### src/rtl/pwm_pkg.sv
// pwm_pkg: shared state encoding, default widths and saturating duty step for the PWM ramp controller
package pwm_pkg;
  localparam int DUTY_W = 8;
  localparam int TICK_W = 32;
  localparam int CALC_W = 32;
  typedef enum logic [1:0] {IDLE, WAIT_TICK, WAIT_EDGE, DONE} state_t;
  // Moves cur toward tgt by stp; the distance compare makes overshoot and wrap impossible
  function automatic logic [CALC_W-1:0] sat_step(
    input logic [CALC_W-1:0] cur,
    input logic [CALC_W-1:0] stp,
    input logic [CALC_W-1:0] tgt,
    input logic              up
  );
    return up ? ((stp >= tgt - cur) ? tgt : cur + stp)
              : ((stp >= cur - tgt) ? tgt : cur - stp);
  endfunction
endpackage

### src/rtl/pwm_ramp_ctrl_cnt.sv
// pwm_ramp_ctrl_cnt: generic up counter with synchronous load-to-zero and enable
module pwm_ramp_ctrl_cnt #(
  parameter int W = 32
) (
  input  logic         clk,
  input  logic         rst,
  input  logic         load,
  input  logic         en,
  output logic [W-1:0] q
);
  always_ff @(posedge clk or negedge rst)
    if (!rst) q <= '0;
    else q <= load ? '0 : en ? q + W'(1) : q;
endmodule

### src/rtl/pwm_ramp_ctrl.sv
// pwm_ramp_ctrl: ramps PWM duty toward a target in saturating steps applied only at period boundaries
module pwm_ramp_ctrl #(
  parameter int DUTY_W = pwm_pkg::DUTY_W,
  parameter int TICK_W = pwm_pkg::TICK_W
) (
  input  logic              clk,
  input  logic              rst,
  input  logic              start,
  input  logic              abort,
  input  logic [DUTY_W-1:0] target,
  input  logic [DUTY_W-1:0] step,
  input  logic [TICK_W-1:0] tick_div,
  input  logic              period_end,
  output logic [DUTY_W-1:0] duty_out,
  output logic              busy,
  output logic              done
);
  import pwm_pkg::*;
  state_t            state;
  logic [DUTY_W-1:0] cap_target, cap_step, next_duty;
  logic [TICK_W-1:0] cap_div, cnt;
  logic              up, cnt_hit, cnt_load, cnt_en;
  always_comb begin
    cnt_en    = state == WAIT_TICK;
    cnt_hit   = cnt_en && cnt == cap_div;
    cnt_load  = !cnt_en || cnt_hit;
    next_duty = DUTY_W'(sat_step(CALC_W'(duty_out), CALC_W'(cap_step), CALC_W'(cap_target), up));
  end
  pwm_ramp_ctrl_cnt #(.W(TICK_W)) u_cnt (
    .clk (clk),
    .rst (rst),
    .load(cnt_load),
    .en  (cnt_en),
    .q   (cnt)
  );
  always_ff @(posedge clk or negedge rst)
    if (!rst) begin
      state      <= IDLE;
      duty_out   <= '0;
      busy       <= 1'b0;
      done       <= 1'b0;
      cap_target <= '0;
      cap_step   <= '0;
      cap_div    <= '0;
      up         <= 1'b0;
    end else begin
      done <= 1'b0;
      case (state)
        IDLE:
          if (start && !abort) begin
            cap_target <= target;
            cap_step   <= (step == '0) ? DUTY_W'(1) : step;
            cap_div    <= tick_div;
            up         <= target > duty_out;
            if (target == duty_out) begin
              state <= DONE;
              done  <= 1'b1;
            end else begin
              state <= WAIT_TICK;
              busy  <= 1'b1;
            end
          end
        WAIT_TICK:
          if (abort) begin
            state <= IDLE;
            busy  <= 1'b0;
          end else if (cnt_hit) state <= WAIT_EDGE;
        WAIT_EDGE:
          if (abort) begin
            state <= IDLE;
            busy  <= 1'b0;
          end else if (period_end) begin
            duty_out <= next_duty;
            if (next_duty == cap_target) begin
              state <= DONE;
              busy  <= 1'b0;
              done  <= 1'b1;
            end else state <= WAIT_TICK;
          end
        DONE:    state <= IDLE;
        default: state <= IDLE;
      endcase
    end
endmodule
### config.mk
export PLATFORM = sky130hd
export DESIGN_NAME = pwm_ramp_ctrl
export DESIGN_NICKNAME = d
export VERILOG_FILES = /design/src/rtl/pwm_pkg.sv /design/src/rtl/pwm_ramp_ctrl_cnt.sv /design/src/rtl/pwm_ramp_ctrl.sv
export SDC_FILE = /design/constraint.sdc
export NUM_CORES = 1
export LEC_CHECK = 0
export ABC_AREA = 1
export CELL_PAD_IN_SITES_DETAIL_PLACEMENT = 1
export CELL_PAD_IN_SITES_GLOBAL_PLACEMENT = 2
export CORE_MARGIN = 4
export CORE_UTILIZATION = 31
export CTS_BUF_LIST = sky130_fd_sc_hd__clkbuf_8
export DETAILED_ROUTE_END_ITERATION = 6
export PLACE_DENSITY_LB_ADDON = 0.1
export SLEW_MARGIN = 30
export SYNTH_ARGS = -nofsm -noshare
export SYNTH_HDL_FRONTEND = slang
export SYNTH_SLANG_ARGS = --single-unit
### constraint.sdc
create_clock -name clk -period 3.35 [get_ports clk]
set_input_delay 0.67 -clock clk [delete_from_list [all_inputs] [get_ports clk]]
set_output_delay 0.67 -clock clk [all_outputs]
set_load 0.02 [all_outputs]
==> results by stage, run 1 <==
Outcome:
- The flow ran to the end, but the final reports show violations.
- The checks that failed: setup timing.

Critical path:
- Data on the critical path arrives at its endpoint at 3.85 ns.
- In this design, the stage delay of the slowest critical-path cell is 0.41 ns.
- Counting cells, the worst reg-to-reg path comes to 29.
- The kind of end point of the critical path is a flip-flop.
- The largest fanout of any net on the critical path is 4.
- The start of the worst register-to-register path is cap_target[0].
- The standard cell with the maximum stage delay on the critical path is sky130_fd_sc_hd__dfrtp_1.
- The worst reg2reg path endpoint is busy.
- The reg-to-reg setup timing slack is -0.20 ns.
- By startpoint and endpoint, the worst setup path is classified as flip-flop to flip-flop.
- The kind of start point of the critical path is a flip-flop.
- The data required time of the worst path is roughly 3.7 ns.
- In this run the worst setup path begins at cap_target[0].
- The most frequent cell on the critical path is sky130_fd_sc_hd__buf_4.

Route:
- For this run, the detailed router's first-pass iteration total came to 5.
- The total detailed-routing wirelength is 24.57 mm.
- Dividing the detail-routed wire length by the instance count gives around 18 um.
- The number of nets still failing antenna checks after routing is 0.
- In the routed design, unresolved DRC markers number 0.
- Across all layers, the routed design uses 6825 vias.
- The average vias per placed instance is 4.872.
- The detailed router finished its first iteration with 203 violations.

STA:
- Setup violations remaining at the end of the flow were counted as 3.
- The final total negative setup slack is -0.3861 ns.
- Timing would allow up to roughly 280 MHz.
- The number of max-slew violations in the final report is 0.
- The final worst slack is -0.2012 ns.
- The share of the clock period used by the worst path after layout is 1.060.
- The final critical-path required period is 3.551 ns.
- Setup repair after global routing could not meet its margin everywhere.
- Between clock sinks in the finished design, the worst skew comes to around 0.014 ns.
- The worst-case headroom to the max-slew limit is 0.5396.
- The transition time at the pin with the least slew margin is 0.6906 ns.
- The hold violation count in the final report is 0.

Clock network:
- In this run the deepest clock path goes through 2 buffers.
- The clock tree from TritonCTS is yes.
- The cell sitting at the root of the clock tree is a sky130_fd_sc_hd__clkbuf_8.
- At the later pin of the worst-skew pair, clock insertion delay measures 0.40 ns.
- The clock buffer count from CTS is 9.
- After clock tree synthesis, the clock-pin slew on the worst setup and hold paths is about 0.11 ns.
- The number of H-tree branching levels is 3.
- The number of sinks on the clock net is 93.

Logic synthesis:
- Of the synthesized area, sequential elements account for 0.3319.
- The synthesized netlist cell count is between 900 and 1000.
- For this run, the leading register cell type out of synthesis is sky130_fd_sc_hd__dfrtp_1.
- Counting flops and latches in the post-synthesis netlist gives 93.
- The number of warnings printed during yosys synthesis is 0.
- Averaged over all synthesized cells, the footprint is 7.289 um^2.
- Counting every net in the synthesized netlist gives 1077.
- After synthesis, the share of flip-flops with an asynchronous set or reset is 1.000.
- The mapped netlist covers 7012 um^2.
- The synthesized netlist contains 44 unique library cells.
- The count of flip-flops with a built-in enable after synthesis is 0.

Final layout:
- The antenna cell count is 0.
- For this run, the share of the core covered by cells in the final layout is 0.4184.
- The final layout contains roughly 1200 nets.
- The relative area change from synthesis to final layout is 31.44%.
- Leaving out filler cells and counting taps, the final layout contains 1401.
- The post-route cell area is 9216 um^2.
- The fraction of final layout cells with drive strength greater than 1 is 0.2007.

Floorplanning:
- The x dimension of the die is 158.4 um.
- In this run the count of I/O pins placed on the die edge is 63.
- In this run the vertical extent of the chip is 158.4 um.
- The standard cell core area is 22030 um^2.
- The die covers 25090 um^2.
- For this configuration, the core starts out at a cell density of 0.3183.
- After floorplanning, the core was divided into 54 placement rows.

GRT:
- The wire length of the first global-routing pass is 39.21 mm.
- Entering global routing, the biggest net connects 49 pins.
- The number of antenna violations at the first check in global routing came to 0.
- For this run, the total global-route usage over all layers was measured as 0.2031.
- The aggregate global routing overflow is 0.
- The number of global-route vias before repair is 7219.

Run:
- The number of violations of the max-capacitance limit is 0.

Placement:
- In this run the cell area measured after placement is 8516 um^2.
- At the end of routability-driven placement, the weighted congestion stood at roughly 0.87.
- In this run, placement finished with an instance count of 1357.
- The count of input and output buffers is 62.
- The estimated wirelength of the detail-placed design is 19.34 mm.

Hold path:
- In this run the worst hold path is classified as primary input to async pin.
[cells in the mapped netlist, drive strengths merged (5+ instances only)]
master,instances,area share
nand2,294,0.16
inv,120,0.064
nand3,102,0.077
dfrtp,93,0.33
nor2,61,0.041
ha,58,0.10
o21ai,41,0.029
a21oi,36,0.026
xnor2,27,0.034
nor3,22,0.019
xor2,19,0.024
clkbuf,18,0.0096
nand4,14,0.017
nor4,10,0.0098
buf,9,0.0066
nor3b,7,0.0075
o2111ai,5,0.0062
[cell type report]
cell class                      instances  area [um^2]
Sequential cell                        93         2332
Inverter                              122        457.9
Clock buffer                            9        123.9
Fill cell                            2744        12810
Clock inverter                          7        100.1
Tap cell                              280        350.3
Timing Repair Buffer                  170         1481
Multi-Input combinational cell        720         4370
[critical path: cells and delay by family, from the launching register on]
kind,cells,cell delay [ns]
buf+inv,17,2.12
simple gates,11,0.87
flops,1,0.41
compound gates,1,0.05
[registers in the layout (all words and copies together), names as in the netlist]
register,count
busy,1
cap_div,32
cap_step,8
cap_target,8
done,1
duty_out,8
state,2
u_cnt.q,32
up,1
[through the flow]
stage,setup WS [ns],hold slack [ns]
finish,-0.2012,0.2993
global route,-0.4083,0.3335
CTS,-0.02812,0.3060
detailed placement,-0.2749,0.4813
global placement,-0.1553,0.4774
floorplan,0.02263,0.3744
[cells in the final DEF, fill, tap and decap left out, types with 8 or more instances in the layout]
master	synthesis	routed
sky130_fd_sc_hd__clkdlybuf4s50_1	0	61
sky130_fd_sc_hd__clkbuf_8	0	9
sky130_fd_sc_hd__nand3_1	98	91
sky130_fd_sc_hd__nand2_1	286	263
sky130_fd_sc_hd__nor3_1	18	18
sky130_fd_sc_hd__xnor2_1	27	27
sky130_fd_sc_hd__inv_1	116	112
sky130_fd_sc_hd__buf_4	1	102
sky130_fd_sc_hd__nor2_1	48	42
sky130_fd_sc_hd__nand3_2	3	10
sky130_fd_sc_hd__nor2_4	5	11
sky130_fd_sc_hd__nand2_2	6	24
sky130_fd_sc_hd__xor2_1	19	19
sky130_fd_sc_hd__nand4_1	12	12
sky130_fd_sc_hd__a21oi_1	36	30
sky130_fd_sc_hd__nor4_1	9	9
sky130_fd_sc_hd__ha_1	58	52
sky130_fd_sc_hd__dfrtp_1	93	89
sky130_fd_sc_hd__o21ai_0	40	38
sky130_fd_sc_hd__inv_2	4	8
sky130_fd_sc_hd__nor2_2	8	8
[cell families (layout without fill, tap and decap cells)]
logic type | after synthesis | after routing | share of synthesized area
buffers and inverters | 149 | 308 | 0.08155
AOI/OAI and AO/OA | 96 | 96 | 0.07637
DFF | 93 | 93 | 0.3319
adders and majority gates | 62 | 62 | 0.1149
xor gates and xnor gates | 46 | 46 | 0.05746
and+or+nand+nor | 516 | 516 | 0.3378
[worst max path at each step]
stage	endpoint	slack (ns)	cells past startpoint
floorplan	busy	0.02	25
global placement	busy	-0.16	29
detailed placement	busy	-0.27	29
CTS	busy	-0.03	29
global route	busy	-0.41	30
finish	busy	-0.20	29
[what timing repair did]
item | CTS | global route
pin swaps | 5 | 24
setup buffers | 22 | 6
hold endpoints to repair | 0 | 0
hold buffers | 0 | 0
gates cloned | 0 | 0
endpoints found under the setup margin | 3 | 3
resized for setup | 42 | 30
[routing by layer]
layer | global-route usage | routed length, um | vias up | share of wire
li1 | - | - | 3422 | -
met1 | 0.2495 | 10780 | 3266 | 0.44
met2 | 0.3681 | 12480 | 98 | 0.51
met3 | 0.02637 | 600 | 39 | 0.024
met4 | 0.06458 | 705 | 0 | 0.029
met5 | 0 | 0 | - | 0
Power of run 1 is left out: the tool's default activity adds up to more than one toggle a clock period on the data nets, which glitch-free logic cannot reach.
==> run 2: changes to the inputs <==
--- a/config.mk
+++ b/config.mk
@@ -13,6 +13,7 @@
 export CTS_BUF_LIST = sky130_fd_sc_hd__clkbuf_8
 export DETAILED_ROUTE_END_ITERATION = 6
 export PLACE_DENSITY_LB_ADDON = 0.1
+export SKIP_LAST_GASP = 1
 export SLEW_MARGIN = 30
 export SYNTH_ARGS = -nofsm -noshare
 export SYNTH_HDL_FRONTEND = slang
==> run 2 against run 1 <==
Critical path depth unchanged. Setup slack gained 0.0013 ns. Cell area fell by 0.65%. Critical path type unchanged. Highest routed layer unchanged. Core utilization decreased by 0.27 points. Via count shrank 0.21%. Cell count fell by 0.29%. Clock-buffer cell count unchanged. The run still ends with setup timing left. First-iteration DRC count up 3.0%. Die area unchanged. Non-clock buffer count fell by 5.
==> results by stage, run 2 (synthesis results as in run 1) <==
Clock network:
- The root buffer cell is sky130_fd_sc_hd__clkbuf_8 (unchanged).
- The clock transition at the registers of the reported paths is 0.11 ns (about the same).
- The maximum clock path buffer count is 2 (unchanged).
- The number of sinks on the clock net is 93 (unchanged).
- The clock latency at the later pin of the worst-skew pair was 0.40 ns (about the same).
- The clock buffer count from CTS was 9 (unchanged).
- The number of H-tree branching levels is 3 (unchanged).
- The clock tree from TritonCTS is yes (unchanged).
- The number of hold buffers added after cts is 0 (unchanged).

Critical path:
- The most frequent cell on the critical path is sky130_fd_sc_hd__buf_4 (unchanged).
- The data required time of the worst path came to 3.65 ns (about the same).
- The longest individual stage delay on the worst path is 0.42 ns (was 0.41 ns).
- The largest fanout of any net on the critical path is 4 (unchanged).
- The kind of start point of the critical path is a flip-flop (unchanged).
- The standard cell with the maximum stage delay on the critical path is sky130_fd_sc_hd__dfrtp_1 (unchanged).
- The worst endpoint data arrival time is 3.85 ns (about the same).
- The start of the worst register-to-register path was cap_target[0] (unchanged).
- The critical setup path kind was flip-flop to flip-flop (unchanged).
- The reg-to-reg setup timing slack is -0.20 ns (about the same).
- The kind of end point of the critical path is a flip-flop (unchanged).
- The startpoint of the worst setup timing path is cap_target[0] (unchanged).

STA:
- The final count of negative-setup-slack endpoints is 3 (unchanged).
- Unrepaired setup endpoints after global routing: yes (unchanged).
- The final critical-path required period came to 3.550 ns (was 3.551 ns).
- The clock skew is 0.01370 ns (was 0.01434 ns).
- The final worst slack came to -0.1998 ns (was -0.2012 ns).
- The peak clock frequency supported by timing is 281.7 MHz (was 281.6 MHz).
- The hold violation count in the final report came to 0 (unchanged).
- The share of the clock period used by the worst path after layout is 1.060 (about the same).
- The worst-case headroom to the max-slew limit is 0.5365 (was 0.5396).
- The number of max-slew violations in the final report is 0 (unchanged).
- The transition time at the pin with the least slew margin is 0.6953 ns (was 0.6906 ns).
- The worst hold slack is 0.2974 ns (was 0.2993 ns).

Floorplanning:
- The chip height was 158.4 um (unchanged).
- The area enclosed by the die boundary is 25090 um^2 (unchanged).
- The x dimension of the die came to 158.4 um (unchanged).
- The I/O pin count was 63 (unchanged).
- The number of core rows is 54 (unchanged).
- The standard cell core area is 22030 um^2 (unchanged).
- The initial core utilization is 0.3183 (unchanged).

Final layout:
- The number of nets in the final layout was 1227 (was 1231).
- The fraction of final layout cells with drive strength greater than 1 is 0.1987 (was 0.2007).
- Commonest cells after routing, fill and taps aside: 263 x sky130_fd_sc_hd__nand2_1, 111 x sky130_fd_sc_hd__inv_1, 99 x sky130_fd_sc_hd__buf_4 (was 263 x sky130_fd_sc_hd__nand2_1, 112 x sky130_fd_sc_hd__inv_1, 102 x sky130_fd_sc_hd__buf_4).
- The final cell utilization of the core was 0.4157 (was 0.4184).
- Regs by FF count: cap_div x32, u_cnt.q x32 (unchanged).
- The antenna cell count is 0 (unchanged).
- The leading cell type in the layout, fill and taps excluded is sky130_fd_sc_hd__nand2_1 (unchanged).
- The relative area change from synthesis to final layout is 30.59% (was 31.44%).
- The number of standard cells in the final layout excluding fillers came to 1397 (was 1401).

Route:
- The total detailed-routing wirelength is 24.49 mm (was 24.57 mm).
- The average vias per placed instance is 4.875 (was 4.872).
- The first-pass iteration count of the detailed router is 4 (was 5).
- The number of violations reported at the end of detailed-routing iteration 0 is 209 (was 203).
- The routed wirelength normalized by instance count came to 17.53 um (was 17.54 um).
- The number of remaining DRC errors was 0 (unchanged).
- The total number of vias is 6811 (was 6825).
- The number of nets still failing antenna checks after routing is 0 (unchanged).

GRT:
- The pin count of the biggest net entering global routing is 49 (unchanged).
- The wire length of the first global-routing pass is 39.23 mm (was 39.21 mm).
- The number of global-route vias before repair is 7223 (was 7219).
- The aggregate global routing overflow is 0 (unchanged).
- The number of antenna violations at the first check in global routing came to 0 (unchanged).
- The overall global routing resource usage was 0.2032 (was 0.2031).

Placement:
- The number of placed cells counting well taps came to 1357 (unchanged).
- The estimated wirelength of the detail-placed design was 19.34 mm (unchanged).
- The pre-CTS setup slack is -0.2749 ns (unchanged).
- The count of input and output buffers is 62 (unchanged).
- The final weighted congestion in routability-driven placement is 0.8674 (unchanged).

Run:
- The number of violations of the max-capacitance limit is 0 (unchanged).

Hold path:
- The type of the worst min-delay path is primary input to async pin (unchanged).

Outcome:
- Result of the run: finished, violations left (unchanged).
- Failing checks: setup timing (unchanged).
run 2: through the flow:
stage / instance area (um^2) / TNS [ns]
2_1_floorplan: 7029 / 0
3_3_place_gp: 8516 / -0.3077
3_5_place_dp: 8516 / -0.6450
4_1_cts: 9041 / -0.03783
5_1_grt: 9156 / -0.9241
6_report: 9156 / -0.3804
run 2: final timing paths:
check                         endpoint  depth (start not counted)
setup reg to reg                  busy                         29
setup / recovery                  busy                         29
hold / removal              cap_div[3]                          1
hold reg to reg             cap_div[6]                          2
min in group clk            cap_div[6]                          2
max in group asynchronous  u_cnt.q[30]                          2
run 2: cell type report:
| cell class | instances | area [um^2] |
|---|---|---|
| fillers | 2744 | 12870 |
| multi-input cells | 721 | 4364 |
| flip-flops and latches | 93 | 2332 |
| repair buffers | 165 | 1428 |
| inverters | 122 | 457.9 |
| well taps | 280 | 350.3 |
| clock buffers | 9 | 123.9 |
| clock inverters | 7 | 100.1 |
run 2: worst max-delay path, delay by kind of cell, from the launching register on:
kind	cells	cell delay, ns
buffers and inverters	17	2.08
AO/OA/AOI/OAI	1	0.05
flip-flops	1	0.42
AND/OR/NAND/NOR	11	0.86
run 2: per-layer routing:
| metal | part of all wire | vias to the layer above | global-route usage |
|---|---|---|---|
| met5 | 0 | - | 0 |
| met2 | 0.51 | 93 | 0.3683 |
| li1 | - | 3420 | - |
| met1 | 0.44 | 3261 | 0.2498 |
| met4 | 0.029 | 0 | 0.06458 |
| met3 | 0.026 | 37 | 0.02637 |
run 2: what timing repair did:
| item | in CTS | in global routing |
|---|---|---|
| gates cloned | 0 | 1 |
| setup endpoints to repair | 3 | 3 |
| setup buffers | 22 | 1 |
| resized for setup | 39 | 30 |
| pin swaps | 5 | 23 |
Power of run 2 is left out for the same reason.
==> edit 1 (settings of run 2) <==
Encoding of `state_t`: now Gray code (2 bits for 4 states).
--- a/src/rtl/pwm_pkg.sv
+++ b/src/rtl/pwm_pkg.sv
@@ -3,7 +3,7 @@
   localparam int DUTY_W = 8;
   localparam int TICK_W = 32;
   localparam int CALC_W = 32;
-  typedef enum logic [1:0] {IDLE, WAIT_TICK, WAIT_EDGE, DONE} state_t;
+  typedef enum logic [1:0] {IDLE = 2'b00, WAIT_TICK = 2'b01, WAIT_EDGE = 2'b11, DONE = 2'b10} state_t;
   // Moves cur toward tgt by stp; the distance compare makes overshoot and wrap impossible
   function automatic logic [CALC_W-1:0] sat_step(
     input logic [CALC_W-1:0] cur,
Behaviour: same outputs for any inputs over 4 cycles, from zero or initial values and one cycle with rst low; so few cycles prove little.
==> edit 1 against run 2 <==
Synthesized area shrank 2.0%; core utilization increased by 0.077 points; sequential cell count unchanged; worst setup slack better by 0.20 ns; routed wire length shrank 4.8%; first-iteration DRC count is 14% higher; design area decreased by 0.74%; via count down 5.0%.
Power is left out: the tool's default activity adds up to more than one toggle a clock period on the data nets, which glitch-free logic cannot reach.
==> edit 1: results (changes against run 2) <==
Placement
  – Routability cong.: 0.854 (was 0.867)
  – Estimated wirelength of the detail-placed design: 17900 um (was 19300 um)
  – Dpl ws: -0.237 ns (was -0.275 ns)

Finish
  – Flip-flop and latch share of the layout cell area: 0.256 (was 0.255)
  – Fraction of layout instances using a drive strength above 1: 0.206 (was 0.199)
  – Non-clock inverter count: 107 (was 122)
  – Nets: 1181 (was 1227)
  – Multi-input gate share of total cell area: 0.486 (was 0.477)
  – Layout clock area frac: 0.0267 (was 0.0245)
  – Data-path buffer share of cell area in the final layout: 0.148 (was 0.156)

Setup path
  – Worst setup startpoint: duty_out[1] (was cap_target[0])
  – Crit path arrival time: 3.68 ns (was 3.85 ns)
  – End of the worst register-to-register path: state[1] (was busy)
  – Reg2reg path depth: 25 (was 29)
  – Max Fanout on Critical Path: 5 (was 4)

Global routing
  – Via count of the first global-routing pass: 6837 (was 7223)
  – Largest net degree at the start of global routing: 94 (was 49)
  – GR Layer Usage met2: 0.374 (was 0.368)
  – First-pass GRT wire length: 37200 um (was 39200 um)
  – Global Route met3 Usage: 0.0249 (was 0.0264)
  – Global Route Usage Sum: 0.195 (was 0.203)

Synth
  – Number of different library cells in the post-synthesis netlist: 45 (was 44)
  – Post-synthesis sequential area ratio: 0.339 (was 0.332)
  – Synth top cells by count: 275 x nand2_1, 99 x inv_1, 93 x dfrtp_1, 93 x nand3_1, 59 x ha_1 (was 286 x nand2_1, 116 x inv_1, 98 x nand3_1)
  – Synthesized Nets: 1044 (was 1077)
  – Ranking of synthesized cells by area: dfrtp_1 34%, nand2_1 15%, ha_1 11% (was dfrtp_1 33%, nand2_1 15%, ha_1 10%)

Drt
  – Iter 0 DRT Violations: 239 (was 209)
  – Post-detailed-routing wire length: 23300 um (was 24500 um)
  – Vias per cell: 4.80 (was 4.88)
  – M1 wire length: 9820 um (was 10700 um)

Clocking
  – Clock insertion delay at the later pin of the skew report: 0.38 ns (was 0.40 ns)

Run status
  – Outcome: complete, no violations (was complete, but fails checks)
==> edit 1: timing repair <==
| item | 4_1_cts | 5_1_grt |
|---|---|---|
| setup buffers | 16 | 5 |
| pin swaps | 33 | 38 |
| gates resized for setup | 51 | 57 |
| setup endpoints to repair | 4 | 5 |
| gates cloned | 2 | 0 |
==> edit 1: worst max-delay path: stages (launching register included) <==
cell,delay (ns)
dfrtp_2,0.42
buf_4,0.16
ha_1,0.19
a21oi_1,0.13
o21ai_0,0.09
buf_4,0.16
a21oi_2,0.14
xor2_1,0.18
ha_1,0.27
nand2_1,0.06
inv_1,0.03
nor2_1,0.07
o21a_1,0.16
nand2_4,0.10
nand2_4,0.13
nand2_1,0.12
nand3_2,0.10
nand3_1,0.09
nand2_1,0.10
nand2_2,0.08
nor2_4,0.15
buf_4,0.12
nand3_1,0.06
nand2_1,0.06
nand2_1,0.04
nand2_1,0.05
==> edit 1: cell families after synthesis <==
logic type      after synthesis  synth area share
simple gates                482             0.311
fa+ha+maj                    63             0.119
xor+xnor                     50            0.0637
compound gates              105            0.0872
flops                        93             0.339
buf+inv                     135            0.0805
==> edit 1: stage by stage <==
| step | cells | cell area [um^2] | hold WS (ns) | setup TNS [ns] | utilization |
|---|---|---|---|---|---|
| after global placement | 1312 | 8250 | 0.478 | -0.784 | 0.378 |
| final | 1349 | 9090 | 0.290 | 0 | 0.416 |
| after global routing | 1349 | 9090 | 0.318 | -0.896 | 0.416 |
| after detailed placement | 1312 | 8250 | 0.480 | -0.840 | 0.378 |
| after CTS | 1345 | 8830 | 0.327 | -0.0475 | 0.405 |
| after floorplan | 928 | 6870 | 0.374 | 0 | - |
==> edit 2 (settings of run 2) <==
Without the edit above. Change the package constant `CALC_W` from 32 to 40.
--- a/src/rtl/pwm_pkg.sv
+++ b/src/rtl/pwm_pkg.sv
@@ -2,7 +2,7 @@
 package pwm_pkg;
   localparam int DUTY_W = 8;
   localparam int TICK_W = 32;
-  localparam int CALC_W = 32;
+  localparam int CALC_W = 40;
   typedef enum logic [1:0] {IDLE, WAIT_TICK, WAIT_EDGE, DONE} state_t;
   // Moves cur toward tgt by stp; the distance compare makes overshoot and wrap impossible
   function automatic logic [CALC_W-1:0] sat_step(
Function: kept (equiv_simple and equiv_induct, registers matched by name and starting in step).
==> edit 2 against run 2 <==
The flow still finishes with violations (setup timing); worst hold slack worse by 0.030 ns; routed wire length is 0.68% lower; design area is 2.0% higher; via count is 0.91% lower; synthesized area is 0.29% lower; first-iteration DRC count is 13% higher; sequential cell count stayed put; synthesized cell count is 1.4% lower; worst setup slack better by 0.11 ns.
Power is left out: the tool's default activity adds up to more than one toggle a clock period on the data nets, which glitch-free logic cannot reach.
==> edit 2: results (changes against run 2) <==
Drt
  – Met2 layer wire length in the routed design: 12600 um (was 12500 um)
  – Amount of wire on met3 after detailed routing: 387 um (was 628 um)
  – Wire length per cell after detailed routing: 17.6 um (was 17.5 um)
  – Vias per cell: 4.89 (was 4.88)

Finish
  – Nets: 1209 (was 1227)
  – Fill count: 2720 (was 2744)
  – Fraction of layout instances using a drive strength above 1: 0.230 (was 0.199)

Clocking
  – Worst-path clk slew: 0.13 ns (was 0.11 ns)

Global routing
  – First-pass GRT wire length: 38700 um (was 39200 um)
  – Global Route met3 Usage: 0.0243 (was 0.0264)
  – Via count of the first global-routing pass: 7116 (was 7223)
  – Largest net degree at the start of global routing: 75 (was 49)

STA
  – Final setup fails: 4 (was 3)
  – Tightest Pin Transition: 0.734 ns (was 0.695 ns)
  – Final setup skew: 0.0283 ns (was 0.0137 ns)
  – Final worst-path setup slack: -0.0849 ns (was -0.200 ns)
  – Total negative slack: -0.139 ns (was -0.380 ns)
  – Worst hold slack: 0.267 ns (was 0.297 ns)

Synth
  – Synth top cells by count: 270 x nand2_1, 116 x inv_1, 97 x nand3_1 (was 286 x nand2_1, 116 x inv_1, 98 x nand3_1)
  – Post-synthesis sequential area ratio: 0.333 (was 0.332)
  – Ranking of synthesized cells by area: dfrtp_1 33%, nand2_1 14%, ha_1 10% (was dfrtp_1 33%, nand2_1 15%, ha_1 10%)

Setup path
  – Worst setup startpoint: duty_out[0] (was cap_target[0])
  – Crit path max-delay family: simple AND/OR/NAND/NOR gates (was buffers and inverters)
  – Crit path arrival time: 3.72 ns (was 3.85 ns)

Placement
  – Routability cong.: 0.815 (was 0.867)

Run status
  – Outcome: complete, but fails checks (unchanged)
  – Violations in the final reports: setup timing (unchanged)
-- edit 2: cell count changes in the layout (fill, tap and decap cells not counted), moves of 4 or more --
cell and delta:
nand3_2 +24, nand3_1 -23, nand2_1 -19, nor2_1 -9, buf_4 -8, a21oi_2 +6
ha_1 -5, nor3_1 +5, buf_6 +4
-- edit 2: logic make-up after synthesis --
family	Yosys count	synth area share
compound gates	112	0.0900
xor+xnor	44	0.0551
fa+ha+maj	62	0.115
buf+inv	150	0.0861
flops	93	0.333
simple gates	488	0.321
-- edit 2: stage by stage --
step           cells  utilization  worst slack [ns]
3_5_place_dp    1335        0.381            -0.265
2_1_floorplan    949            -           0.00928
4_1_cts         1376        0.410            -0.105
3_3_place_gp    1335        0.381            -0.208
6_report        1379        0.424           -0.0849
5_1_grt         1379        0.424            -0.265
-- edit 2: cell type report --
class                      instances  share of cell area
clock buffer                       9              0.0133
clock inverter                     7             0.00991
inverter                         120              0.0483
multi-input combinational        708               0.488
sequential                        93               0.249
tap                              280              0.0375
timing repair buffer             162               0.154
